**src/rtl/rv_arb_pkg.sv**
```systemverilog
// Shared types and widths for the RISC-V SDRAM channel arbiter.
package rv_arb_pkg;
  localparam int RV_AW     = 20;
  localparam int RV_DW     = 16;
  localparam int MAX_PORTS = 4;

  typedef enum logic [1:0] {
    IDLE = 2'd0,
    WAIT = 2'd1,
    DATA = 2'd2
  } arb_state_e;
endpackage

```
**src/rtl/rv_rr_pick.sv**
```systemverilog
// Rotate-priority picker: first asserted request at or after ptr_i, ascending with wrap.
module rv_rr_pick #(
  parameter int NPORTS = 3
) (
  input  logic [NPORTS-1:0] req_i,
  input  logic [1:0]        ptr_i,
  output logic [1:0]        idx_o,
  output logic              vld_o
);
  int j;

  // Walk offsets from farthest to nearest so the nearest hit overwrites.
  always_comb begin
    idx_o = 2'd0;
    vld_o = 1'b0;
    j     = 0;
    for (int k = NPORTS - 1; k >= 0; k--) begin
      j = int'(ptr_i) + k;
      if (j >= NPORTS) j = j - NPORTS;
      if (req_i[j]) begin
        idx_o = 2'(j);
        vld_o = 1'b1;
      end
    end
  end
endmodule

```
**src/rtl/rv_mem_arbiter.sv**
```systemverilog
// Shares the RV SDRAM channel (toggle req/ack) among NPORTS requesters, one access at a time.
// Define RV_ARB_FIXED_PRIO_EN for fixed priority (port 0 highest); default is round-robin.
module rv_mem_arbiter
  import rv_arb_pkg::*;
#(
  parameter int NPORTS = 3
) (
  input  logic                    clk,
  input  logic                    resetn,
  input  logic                    busy,
  input  logic [NPORTS-1:0]       m_req,
  input  logic [NPORTS-1:0]       m_we,
  input  logic [NPORTS*RV_AW-1:0] m_addr,
  input  logic [NPORTS*RV_DW-1:0] m_din,
  input  logic [NPORTS*2-1:0]     m_ds,
  output logic [NPORTS-1:0]       m_ack,
  output logic [RV_DW-1:0]        m_rdata,
  output logic [1:0]              grant_id,
  output logic [RV_AW-1:0]        rv_addr,
  output logic [RV_DW-1:0]        rv_din,
  output logic [1:0]              rv_ds,
  output logic                    rv_we,
  output logic                    rv_req,
  input  logic                    rv_req_ack,
  input  logic [RV_DW-1:0]        rv_dout
);
  arb_state_e        state_q, state_d;
  logic              rv_req_q, rv_req_d;
  logic [RV_AW-1:0]  rv_addr_q, rv_addr_d;
  logic [RV_DW-1:0]  rv_din_q, rv_din_d;
  logic [1:0]        rv_ds_q, rv_ds_d;
  logic              rv_we_q, rv_we_d;
  logic [NPORTS-1:0] m_ack_q, m_ack_d;
  logic [RV_DW-1:0]  m_rdata_q, m_rdata_d;
  logic [1:0]        grant_q, grant_d;
  logic [1:0]        pick_ptr, pick_idx;
  logic              pick_vld;
  int                sel;

`ifdef RV_ARB_FIXED_PRIO_EN
  assign pick_ptr = 2'd0;
`else
  logic [1:0] rr_ptr_q, rr_ptr_d;

  assign pick_ptr = rr_ptr_q;

  always_comb begin
    rr_ptr_d = rr_ptr_q;
    if (state_q == DATA)
      rr_ptr_d = (grant_q == 2'(NPORTS - 1)) ? 2'd0 : grant_q + 2'd1;
  end

  always_ff @(posedge clk or negedge resetn) begin
    if (!resetn) rr_ptr_q <= 2'd0;
    else         rr_ptr_q <= rr_ptr_d;
  end
`endif

  rv_rr_pick #(.NPORTS(NPORTS)) u_pick (
    .req_i (m_req),
    .ptr_i (pick_ptr),
    .idx_o (pick_idx),
    .vld_o (pick_vld)
  );

  always_comb begin
    state_d   = state_q;
    rv_req_d  = rv_req_q;
    rv_addr_d = rv_addr_q;
    rv_din_d  = rv_din_q;
    rv_ds_d   = rv_ds_q;
    rv_we_d   = rv_we_q;
    m_ack_d   = '0;
    m_rdata_d = m_rdata_q;
    grant_d   = grant_q;
    sel       = int'(pick_idx);
    unique case (state_q)
      // No grant during an m_ack cycle: the acked port's m_req still belongs to
      // the finished access, and its re-request must compete on equal terms.
      IDLE: begin
        if (!busy && (rv_req_q == rv_req_ack) && (m_ack_q == '0) && pick_vld) begin
          grant_d   = pick_idx;
          rv_addr_d = m_addr[sel*RV_AW +: RV_AW];
          rv_din_d  = m_din[sel*RV_DW +: RV_DW];
          rv_ds_d   = m_ds[sel*2 +: 2];
          rv_we_d   = m_we[sel];
          rv_req_d  = ~rv_req_q;
          state_d   = WAIT;
        end
      end
      WAIT: begin
        if (rv_req_ack == rv_req_q) state_d = DATA;
      end
      DATA: begin
        if (!rv_we_q) m_rdata_d = rv_dout;
        m_ack_d[grant_q] = 1'b1;
        state_d          = IDLE;
      end
      default: state_d = IDLE;
    endcase
  end

  always_ff @(posedge clk or negedge resetn) begin
    if (!resetn) begin
      state_q   <= IDLE;
      rv_req_q  <= 1'b0;
      rv_addr_q <= '0;
      rv_din_q  <= '0;
      rv_ds_q   <= '0;
      rv_we_q   <= 1'b0;
      m_ack_q   <= '0;
      m_rdata_q <= '0;
      grant_q   <= 2'd0;
    end else begin
      state_q   <= state_d;
      rv_req_q  <= rv_req_d;
      rv_addr_q <= rv_addr_d;
      rv_din_q  <= rv_din_d;
      rv_ds_q   <= rv_ds_d;
      rv_we_q   <= rv_we_d;
      m_ack_q   <= m_ack_d;
      m_rdata_q <= m_rdata_d;
      grant_q   <= grant_d;
    end
  end

  assign rv_req   = rv_req_q;
  assign rv_addr  = rv_addr_q;
  assign rv_din   = rv_din_q;
  assign rv_ds    = rv_ds_q;
  assign rv_we    = rv_we_q;
  assign m_ack    = m_ack_q;
  assign m_rdata  = m_rdata_q;
  assign grant_id = grant_q;
endmodule

```
**config.mk**
```make
export PLATFORM = sky130hd
export DESIGN_NAME = rv_mem_arbiter
export DESIGN_NICKNAME = d
export VERILOG_FILES = /design/src/rtl/rv_arb_pkg.sv /design/src/rtl/rv_rr_pick.sv /design/src/rtl/rv_mem_arbiter.sv
export SDC_FILE = /design/constraint.sdc
export NUM_CORES = 1
export LEC_CHECK = 0
export ABC_AREA = 1
export BUFFER_PORTS_ARGS = -buffer_cell sky130_fd_sc_hd__buf_2
export CAP_MARGIN = 40
export CORE_MARGIN = 2
export CORE_UTILIZATION = 50
export DETAILED_ROUTE_END_ITERATION = 10
export PLACE_DENSITY = 0.86
export SLEW_MARGIN = 20
export SYNTH_ARGS = -nofsm -noshare
export SYNTH_HDL_FRONTEND = slang
export SYNTH_HIERARCHICAL = 1
export SYNTH_SLANG_ARGS = --single-unit
```
**constraint.sdc**
```tcl
create_clock -name clk -period 6.1 [get_ports clk]
set_clock_uncertainty 0.05 [all_clocks]
set_input_delay 0.61 -clock clk [delete_from_list [all_inputs] [get_ports clk]]
set_output_delay 0.61 -clock clk [all_outputs]
set_load 0.02 [all_outputs]
```
==> impl_metrics.tcl, run 1 <==
set metrics [dict create \
    outcome "completed" \
    netlist_top_cells_count "292 x sky130_fd_sc_hd__nand2_1, 103 x sky130_fd_sc_hd__nand3_1, 91 x sky130_fd_sc_hd__inv_1" \
    clock_sinks 65 \
    ys_seq_area_share_pct 40.4 \
    data_required_critical_path_ns 6.32 \
    routabilityCongestion 0.882 \
    insertedDiodeCount 0 \
    die_x_um 93.7 \
    cts_resized 0 \
    totalNegativeSetupSlack_ns 0 \
    numCtsBuffers 9 \
    synthMostInstantiatedCell "sky130_fd_sc_hd__nand2_1" \
    met1_usage_pct 30.2 \
    worstSetupPathType "reg -> reg" \
    synth.avg_cell_area_sq_um 6.52 \
    wl_per_cell_um 12.5 \
    route.detailed.drc 0 \
    synth_cells 618 \
    core_region_area_sq_um 7770 \
    ir_worst_vdd_mv 0.266 \
    dr.pass1.iters 5 \
    clock_tree.htree_level_count 3 \
    clkLatencyLatePin_ns 0.33 \
    via_per_inst 4.87 \
    placementRows 32 \
    ys_types 24 \
    cts_hold_buffers 0 \
    finalSetupViolCount 0 \
    wirelength_mm 11.3 \
    count_of_flip_flops_with_a_built_in_enable_after_synthesis 0 \
    placement.io_buffers 200 \
    post_syn_nets 761 \
    detailedPlacementHpwl_mm 8.14 \
    rsz_0062_raised_after_global_routing "false" \
    synth_top_area_share_pct 40.4 \
    min_period_over_period_pct 46.3 \
    cts_buffer_depth 2 \
    drt_iter0_drc 238 \
    cts_post_setup_buffers_inserted 0 \
    global_route.overflow_total 0 \
    post_synth_main_area_contributors "sky130_fd_sc_hd__dfrtp_1 40%, sky130_fd_sc_hd__nand2_1 27%, sky130_fd_sc_hd__nand3_1 13%" \
    tritoncts "yes" \
    asyncSetResetFlopFracSynth_pct 100 \
    critical_path_peak_fanout 40 \
    slew_violations 0 \
    synth.yosys.warnings 6 \
    grt_max_degree 66 \
    yosysTopAreaCell "sky130_fd_sc_hd__dfrtp_1" \
    critical_path.startpoint_type "flop" \
    die_footprint_sq_um 8790 \
    grt_pass1_wl_mm 18.4 \
    synthToLayoutAreaGrowth_pct 29.0 \
    die-height_um 93.7 \
    timing.max_cap.violations 0 \
    clockRootBuffer "sky130_fd_sc_hd__clkbuf_8" \
    timing.final.hold_violations 0 \
    worst-endpoint-arrival_ns 3.04 \
    grt_usage_pct 26.1 \
    design.portCount 201 \
    max_slew_margin_pct 43.8 \
    nets 945 \
    powerDensity_nw_per_um2 505 \
    proportion_of_layout_cells_with_a_drive_suffix_above_1_pct 29.1 \
    gr-usage-met3_pct 4.01 \
    final_util_pct 66.9 \
    cts.clk_slew.worst_paths_ns 0.08 \
    antenna_found_initial 0 \
    synth_seq_cells 65 \
    worst_setup_path_end_kind "flop" \
    grt.met2_usage_pct 48.3 \
    grt_pass1_vias 4282 \
    final.min_clock_period_ns 2.82 \
    mappedNetlistArea_sq_um 4030 \
    num_vias 4429 \
    synth-main-ff-cell "sky130_fd_sc_hd__dfrtp_1" \
    timing.hold.worst.class "in -> async" \
    grt_most_used_layer "met2" \
    floorplan.initialDensity_pct 51.8 \
    power.static_leakage_uw 0.00338 \
    postRouteAntennaNets 0 \
    max_freq_mhz 354 \
    timing_worst_slew_pin_value_ns 0.841 \
]
==> layout make-up <==
type                    instances  area, sq um
clock buffers                   9          124
clock inverters                 7         77.6
fillers                       720         2570
inverters                      97          364
multi-input cells             424         1820
flip-flops and latches         65         1630
well taps                     102          128
repair buffers                205         1050
==> routing by layer <==
metal  wire, um  vias to the layer above  share of wire (%)
met2       5800                      167                 51
met4        201                        0                1.8
met5          0                        -                  0
met1       4580                     2020                 40
met3        744                       16                6.6
li1           -                     2226                  -
==> worst max-delay path, cell delays in order (launching register included) <==
cell and delay, ns:
sky130_fd_sc_hd__dfrtp_1 0.38, sky130_fd_sc_hd__inv_1 0.07, sky130_fd_sc_hd__ha_1 0.37, sky130_fd_sc_hd__inv_2 0.10
sky130_fd_sc_hd__nand3_1 0.14, sky130_fd_sc_hd__nand2_1 0.11, sky130_fd_sc_hd__nand3_1 0.07, sky130_fd_sc_hd__nand2_1 0.08
sky130_fd_sc_hd__inv_1 0.04, sky130_fd_sc_hd__buf_4 0.25, sky130_fd_sc_hd__nor2_4 0.69, sky130_fd_sc_hd__nand2_1 0.11
sky130_fd_sc_hd__nand2_1 0.13, sky130_fd_sc_hd__nand3_1 0.07, sky130_fd_sc_hd__nand2_1 0.08
==> registers in the layout, summed over array words and instances (netlist names) <==
signal	cells
rv_we	1
m_ack	3
pick_ptr	2
state_q	2
grant_id	2
rv_req	1
rv_ds	2
rv_din	16
rv_addr	20
m_rdata	16
==> through the flow <==
step | power (uW) | hold slack, ns | worst slack, ns | instances | cell area, sq um
6_report | 2620 | 0.232 | 3.28 | 909 | 5190
5_1_grt | 2850 | 0.256 | 3.05 | 909 | 5190
4_1_cts | 2630 | 0.423 | 3.29 | 908 | 5170
3_5_place_dp | 2250 | 0.404 | 3.30 | 892 | 4970
3_3_place_gp | 2200 | 0.400 | 3.42 | 892 | 4970
2_1_floorplan | 1860 | 0.264 | 4.10 | 618 | 4030
==> cell families after synthesis <==
logic type,share of synthesized area [%]
simple gates,43.1
compound gates,1.24
fa+ha+maj,0.932
flops,40.4
buf+inv,14.3
==> where the power goes <==
part,internal [uW],switching [uW]
registers,631,124
logic,469,1030
clock network,193,177
==> path summary, 6_finish.rpt <==
kind                                               from  slack [ns]  cells past startpoint                       to
worst max-delay path            pick_ptr[0]$_DFFE_PN0P_        3.28                     14        rv_we$_DFFE_PN0P_
worst min-delay path                             resetn        0.23                      2    rv_din[5]$_DFFE_PN0P_
worst max register to register  pick_ptr[0]$_DFFE_PN0P_        3.28                     14        rv_we$_DFFE_PN0P_
worst min register to register  m_rdata[11]$_DFFE_PN0P_        0.43                      2  m_rdata[11]$_DFFE_PN0P_
max in group asynchronous                        resetn        5.25                      3   state_q[1]$_DFFE_PN0P_
min in group clk                m_rdata[11]$_DFFE_PN0P_        0.43                      2  m_rdata[11]$_DFFE_PN0P_
==> placed cells by master (no fill, tap or decap) <==
cell type / instances
sky130_fd_sc_hd__nand2_2: 2
sky130_fd_sc_hd__bufinv_16: 1
sky130_fd_sc_hd__nor2_2: 1
sky130_fd_sc_hd__nand3_1: 103
sky130_fd_sc_hd__clkinv_1: 1
sky130_fd_sc_hd__nor2_8: 1
sky130_fd_sc_hd__inv_1: 91
sky130_fd_sc_hd__nor2_4: 2
sky130_fd_sc_hd__o21ai_0: 6
sky130_fd_sc_hd__ha_1: 3
sky130_fd_sc_hd__inv_6: 3
sky130_fd_sc_hd__nor2_1: 5
sky130_fd_sc_hd__clkinv_2: 1
sky130_fd_sc_hd__buf_4: 4
sky130_fd_sc_hd__clkbuf_8: 9
sky130_fd_sc_hd__clkinv_4: 1
sky130_fd_sc_hd__nor3_1: 1
sky130_fd_sc_hd__a21oi_1: 2
sky130_fd_sc_hd__buf_2: 200
sky130_fd_sc_hd__nand2_4: 1
sky130_fd_sc_hd__nand3b_1: 1
sky130_fd_sc_hd__clkinvlp_4: 1
sky130_fd_sc_hd__nand2_1: 292
sky130_fd_sc_hd__dfrtp_1: 65
sky130_fd_sc_hd__nand3_2: 2
sky130_fd_sc_hd__inv_2: 5
sky130_fd_sc_hd__o21ai_1: 2
sky130_fd_sc_hd__buf_12: 1
(Power assumes the default switching activity.)
==> inputs of run 2 (changes only) <==
--- a/config.mk
+++ b/config.mk
@@ -9,9 +9,9 @@
 export BUFFER_PORTS_ARGS = -buffer_cell sky130_fd_sc_hd__buf_2
 export CAP_MARGIN = 40
 export CORE_MARGIN = 2
-export CORE_UTILIZATION = 50
+export CORE_UTILIZATION = 42
 export DETAILED_ROUTE_END_ITERATION = 10
-export PLACE_DENSITY = 0.86
+export PLACE_DENSITY = 0.77
 export SLEW_MARGIN = 20
 export SYNTH_ARGS = -nofsm -noshare
 export SYNTH_HDL_FRONTEND = slang
==> constraint.sdc (replaced) <==
create_clock -name clk -period 2.58 [get_ports clk]
set_clock_uncertainty 0.05 [all_clocks]
set_input_delay 0.258 -clock clk [delete_from_list [all_inputs] [get_ports clk]]
set_output_delay 0.258 -clock clk [all_outputs]
set_load 0.02 [all_outputs]
==> impl_metrics.tcl, run 2 (synthesized netlist as in run 1, its figures left out) <==
set metrics [dict create \
    outcome "completed" \
    cts_buffer_depth 2 \
    die_footprint_sq_um 10400 \
    wl_per_cell_um 12.2 \
    buffers_inverters_on_critical_path 3 \
    rr_worst_depth 15 \
    placementRows 35 \
    timing.max_cap.violations 0 \
    numCtsBuffers 9 \
    finalSetupViolCount 0 \
    clkLatencyLatePin_ns 0.34 \
    detailedPlacementHpwl_mm 8.37 \
    crit_path_max_incr_delay_ns 0.42 \
    die_x_um 102 \
    final_cell_mix "291 x sky130_fd_sc_hd__nand2_1, 200 x sky130_fd_sc_hd__buf_2, 103 x sky130_fd_sc_hd__nand3_1" \
    critical_hold_path_startpoint "rv_dout[8]" \
    insertedDiodeCount 0 \
    synthToLayoutAreaGrowth_pct 32.8 \
    dr.pass1.iters 4 \
    layout.filler_cells 992 \
    placement.io_buffers 200 \
    powerDensity_nw_per_um2 1210 \
    final.min_clock_period_ns 2.29 \
    data_required_critical_path_ns 2.82 \
    proportion_of_layout_cells_with_a_drive_suffix_above_1_pct 29.9 \
    ir_worst_vdd_mv 0.579 \
    hold-path-endpoint "m_rdata[8]$_DFFE_PN0P_" \
    floorplan.initialDensity_pct 43.4 \
    worst-endpoint-arrival_ns 2.53 \
    critPathSlowestCell "sky130_fd_sc_hd__dfrtp_1" \
    wirelength_mm 11.5 \
    critPathMostFrequentCell "sky130_fd_sc_hd__nand2_1" \
    design.portCount 201 \
    nets 953 \
    grt_usage_pct 22.8 \
    slew_violations 0 \
    worst_r2r_endpoint "rv_addr[11]$_DFFE_PN0P_" \
    min_period_over_period_pct 88.9 \
    grt_pass1_vias 4097 \
    clockRootBuffer "sky130_fd_sc_hd__clkbuf_8" \
    postRouteAntennaNets 0 \
    tritoncts "yes" \
    die-height_um 102 \
    routabilityCongestion 0.837 \
    number_of_flip_flops_in_the_largest_register 20 \
    grt_pass1_wl_mm 18.6 \
    timing.critical_path.max_delay_family "simple AND/OR/NAND/NOR gates" \
    via_per_inst 4.59 \
    max_slew_margin_pct 68.9 \
    layout_commonest_cell "sky130_fd_sc_hd__nand2_1" \
    r2r_start "pick_ptr[1]$_DFFE_PN0P_" \
    rsz_0062_raised_after_global_routing "false" \
    clock_sinks 65 \
    worst_hold_path_depth 3 \
    timing_worst_slew_pin_value_ns 0.466 \
    drt_iter0_drc 121 \
    core_region_area_sq_um 9280 \
    num_vias 4336 \
    grt_max_degree 44 \
    finalPower_uw 6490 \
    power.static_leakage_uw 0.00344 \
    worstSetupPathType "reg -> reg" \
    antenna_found_initial 0 \
    clock_tree.htree_level_count 3 \
    route.detailed.drc 0 \
    max_freq_mhz 436 \
    timing.final.hold_violations 0 \
    cts_post_setup_buffers_inserted 0 \
    cts.clk_slew.worst_paths_ns 0.09 \
    r2r_slack_ns 0.29 \
    timing.hold.worst.class "in -> reg" \
    global_route.overflow_total 0 \
    critical_path.startpoint_type "flop" \
    critical_path_peak_fanout 29 \
    worst_setup_path_end_kind "flop" \
    totalNegativeSetupSlack_ns 0 \
    path_cells "ha_2 > inv_2 > nand2_1 > nand3_2 > nand3_2 > nand2_1 > nand2_1 > nand2_1 > buf_4 > nor2_4 > buf_12 > nand2_1 > nand2_1 > nand3_1 > nand2_1" \
]
## run 2: final cells by class
class / count / area [sq um] / share of cell area (%)
multi-input combinational: 424 / 1830 / 34.2
timing repair buffer: 213 / 1110 / 20.8
clock buffer: 9 / 124 / 2.32
sequential: 65 / 1630 / 30.4
inverter: 97 / 367 / 6.86
clock inverter: 7 / 125 / 2.34
tap: 129 / 161 / 3.02
## run 2: power breakdown
group | leakage [uW] | internal [uW] | switching (uW) | total (uW)
clock | 0.000124 | 652 | 428 | 1080
sequential | 0.000812 | 1490 | 284 | 1780
combinational | 0.00250 | 1190 | 2440 | 3630
## run 2: worst max path at each step
| stage | start | endpoint | slack, ns | depth (start not counted) |
|---|---|---|---|---|
| finish | pick_ptr[1]$_DFFE_PN0P_ | rv_addr[11]$_DFFE_PN0P_ | 0.29 | 15 |
| global route | pick_ptr[0]$_DFFE_PN0P_ | rv_addr[14]$_DFFE_PN0P_ | 0.05 | 15 |
| CTS | pick_ptr[0]$_DFFE_PN0P_ | rv_addr[2]$_DFFE_PN0P_ | 0.15 | 14 |
| detailed placement | pick_ptr[0]$_DFFE_PN0P_ | rv_addr[2]$_DFFE_PN0P_ | 0.19 | 14 |
| global placement | pick_ptr[0]$_DFFE_PN0P_ | rv_addr[2]$_DFFE_PN0P_ | 0.27 | 14 |
| floorplan | pick_ptr[0]$_DFFE_PN0P_ | rv_addr[10]$_DFFE_PN0P_ | 0.58 | 17 |
## run 2: metrics by stage
stage | setup slack, ns | cells | hold WS [ns] | utilization [%] | cell area (sq um)
floorplan | 0.584 | 618 | -0.0876 | - | 4030
global placement | 0.269 | 927 | 0.0374 | 54.7 | 5080
detailed placement | 0.186 | 927 | 0.0358 | 54.7 | 5080
CTS | 0.150 | 944 | 0.0675 | 57.5 | 5340
global route | 0.0549 | 944 | 0.0788 | 57.6 | 5350
finish | 0.286 | 944 | 0.0882 | 57.6 | 5350
## run 2: metal layers
| metal | share of wire (%) | track usage (%) | vias up |
|---|---|---|---|
| li1 | - | - | 2243 |
| met1 | 43 | 27.8 | 1936 |
| met2 | 49 | 40.1 | 140 |
| met3 | 5.9 | 4.51 | 17 |
| met4 | 2.0 | 8.31 | 0 |
| met5 | 0 | 0 | - |
## run 2: repair_timing
item | CTS | global route
hold buffers | 1 | 0
endpoints found under the hold margin | 35 | 0
setup endpoints to repair | 0 | 39
resized for setup | 0 | 3
## run 2: worst min-delay path, delay by kind of cell
kind,cells,cell delay [ns]
and+or+nand+nor,2,0.12
buffers and inverters,1,0.07
==> inputs of run 3 (changes only) <==
--- a/config.mk
+++ b/config.mk
@@ -7,11 +7,10 @@
 export LEC_CHECK = 0
 export ABC_AREA = 1
 export BUFFER_PORTS_ARGS = -buffer_cell sky130_fd_sc_hd__buf_2
-export CAP_MARGIN = 40
 export CORE_MARGIN = 2
-export CORE_UTILIZATION = 42
+export CORE_UTILIZATION = 47
 export DETAILED_ROUTE_END_ITERATION = 10
-export PLACE_DENSITY = 0.77
+export PLACE_DENSITY = 0.82
 export SLEW_MARGIN = 20
 export SYNTH_ARGS = -nofsm -noshare
 export SYNTH_HDL_FRONTEND = slang
==> constraint.sdc (replaced) <==
create_clock -name clk -period 2.4 [get_ports clk]
set_clock_uncertainty 0.05 [all_clocks]
set_input_delay 0.24 -clock clk [delete_from_list [all_inputs] [get_ports clk]]
set_output_delay 0.24 -clock clk [all_outputs]
set_load 0.02 [all_outputs]
==> impl_metrics.tcl, run 3 (synthesized netlist as in run 1, its figures left out) <==
set metrics [dict create \
    min_period_over_period_pct 94.7 \
    design.portCount 201 \
    crit_path_max_incr_delay_ns 0.38 \
    antenna_found_initial 0 \
    layout.filler_cells 763 \
    timing.critical_path.max_delay_family "simple AND/OR/NAND/NOR gates" \
    floorplan.initialDensity_pct 48.8 \
    final.min_clock_period_ns 2.27 \
    cts_buffer_depth 2 \
    critical_path.startpoint_type "flop" \
    worstSetupPathType "reg -> reg" \
    cts.clk_slew.worst_paths_ns 0.08 \
    buffers_inverters_on_critical_path 4 \
    clock_tree.htree_level_count 3 \
    data_required_critical_path_ns 2.58 \
    nets 958 \
    ir_worst_vdd_mv 0.643 \
    clockRootBuffer "sky130_fd_sc_hd__clkbuf_8" \
    die_x_um 96.6 \
    num_vias 4457 \
    tritoncts "yes" \
    max_slew_margin_pct 52.4 \
    wirelength_mm 12.0 \
    fin_hold_ws_ns 0.0749 \
    final_cell_mix "291 x sky130_fd_sc_hd__nand2_1, 200 x sky130_fd_sc_hd__buf_2, 102 x sky130_fd_sc_hd__nand3_1" \
    worst_setup_path_end_kind "flop" \
    clkLatencyLatePin_ns 0.35 \
    finalSetupViolCount 0 \
    die-height_um 96.6 \
    route.detailed.drc 0 \
    postRouteAntennaNets 0 \
    placement.io_buffers 200 \
    grt_usage_pct 25.0 \
    detailedPlacementHpwl_mm 8.74 \
    drt_iter0_drc 186 \
    layout_commonest_cell "sky130_fd_sc_hd__nand2_1" \
    numCtsBuffers 9 \
    number_of_flip_flops_in_the_largest_register 20 \
    timing_worst_slew_pin_value_ns 0.714 \
    insertedDiodeCount 0 \
    final_util_pct 65.7 \
    max_freq_mhz 440 \
    outcome "completed" \
    timing.final.hold_violations 0 \
    critPathSlowestCell "sky130_fd_sc_hd__dfrtp_1" \
    power.static_leakage_uw 0.00347 \
    clock_sinks 65 \
    grt_max_degree 44 \
    placementRows 33 \
    grt_pass1_wl_mm 18.0 \
    routabilityCongestion 0.792 \
    global_route.overflow_total 0 \
    powerDensity_nw_per_um2 1320 \
    slew_violations 0 \
    core_region_area_sq_um 8260 \
    via_per_inst 4.82 \
    critPathMostFrequentCell "sky130_fd_sc_hd__nand2_1" \
    die_footprint_sq_um 9320 \
    wl_per_cell_um 12.9 \
    synthToLayoutAreaGrowth_pct 34.6 \
    critical_path_peak_fanout 28 \
    proportion_of_layout_cells_with_a_drive_suffix_above_1_pct 30.5 \
    dr.pass1.iters 5 \
    path_cells "inv_1 > ha_2 > inv_2 > nand2_1 > nand3_2 > nand3_2 > nand2_1 > nand2_1 > nand2_2 > inv_2 > buf_12 > nand2_1 > nand3_1 > nand2_1 > nand3_1 > nand2_1" \
    timing.hold.worst.class "in -> reg" \
    r2r_slack_ns 0.13 \
    timing.max_cap.violations 0 \
    grt_pass1_vias 4057 \
    worst-endpoint-arrival_ns 2.46 \
]
-- run 3: path summary, 6_finish.rpt --
path | start | end | depth (start not counted)
max | pick_ptr[0]$_DFFE_PN0P_ | rv_addr[10]$_DFFE_PN0P_ | 16
min | rv_dout[8] | m_rdata[8]$_DFFE_PN0P_ | 3
max reg2reg | pick_ptr[0]$_DFFE_PN0P_ | rv_addr[10]$_DFFE_PN0P_ | 16
min reg2reg | m_rdata[8]$_DFFE_PN0P_ | m_rdata[8]$_DFFE_PN0P_ | 2
max in group asynchronous | resetn | rv_din[1]$_DFFE_PN0P_ | 3
min in group asynchronous | resetn | rv_addr[6]$_DFFE_PN0P_ | 2
-- run 3: repair_timing --
item | 4_1_cts | 5_1_grt
hold endpoints to repair | 28 | 0
buffers inserted | 0 | 1
gates resized for setup | 0 | 6
endpoints found under the setup margin | 0 | 43
hold buffers | 1 | 0
-- run 3: layout make-up --
class | count | area (sq um) | area share [%]
Multi-Input combinational cell | 424 | 1840 | 34.0
Sequential cell | 65 | 1630 | 30.0
Timing Repair Buffer | 218 | 1230 | 22.7
Inverter | 97 | 364 | 6.72
Tap cell | 105 | 131 | 2.42
Clock buffer | 9 | 124 | 2.28
Clock inverter | 7 | 103 | 1.89
-- run 3: per-stage QoR --
| step | TNS [ns] | worst slack [ns] | cell area (sq um) | power (uW) | std cells |
|---|---|---|---|---|---|
| 6_report | 0 | 0.127 | 5420 | 7170 | 925 |
| 5_1_grt | -0.0511 | -0.0146 | 5420 | 7730 | 925 |
| 4_1_cts | 0 | 0.0630 | 5330 | 7000 | 922 |
| 3_5_place_dp | 0 | 0.0876 | 5090 | 5920 | 905 |
| 3_3_place_gp | 0 | 0.225 | 5090 | 5780 | 905 |
| 2_1_floorplan | 0 | 0.404 | 4030 | 4730 | 618 |
-- run 3: worst register-to-register path: cells and delay by family (launching register included) --
family        cells  cell delay [ns]
fa+ha+maj         1             0.38
flops             1             0.38
buf+inv           4             0.43
simple gates     11             0.91
-- run 3: where the power goes --
part / total [uW] / internal (uW) / leakage, uW / switching [uW]
sequential: 1920 / 1600 / 0.000812 / 311
combinational: 4190 / 1460 / 0.00254 / 2730
clock: 1060 / 595 / 0.000110 / 467
total: 7170 / 3660 / 0.00347 / 3510
-- run 3: metal layers --
metal | vias up | share of wire (%) | GRT usage (%)
met5 | - | 0 | 0
met4 | 0 | 1.9 | 9.39
met3 | 19 | 6.3 | 3.96
met2 | 168 | 51 | 45.9
met1 | 2018 | 41 | 29.2
li1 | 2252 | - | -
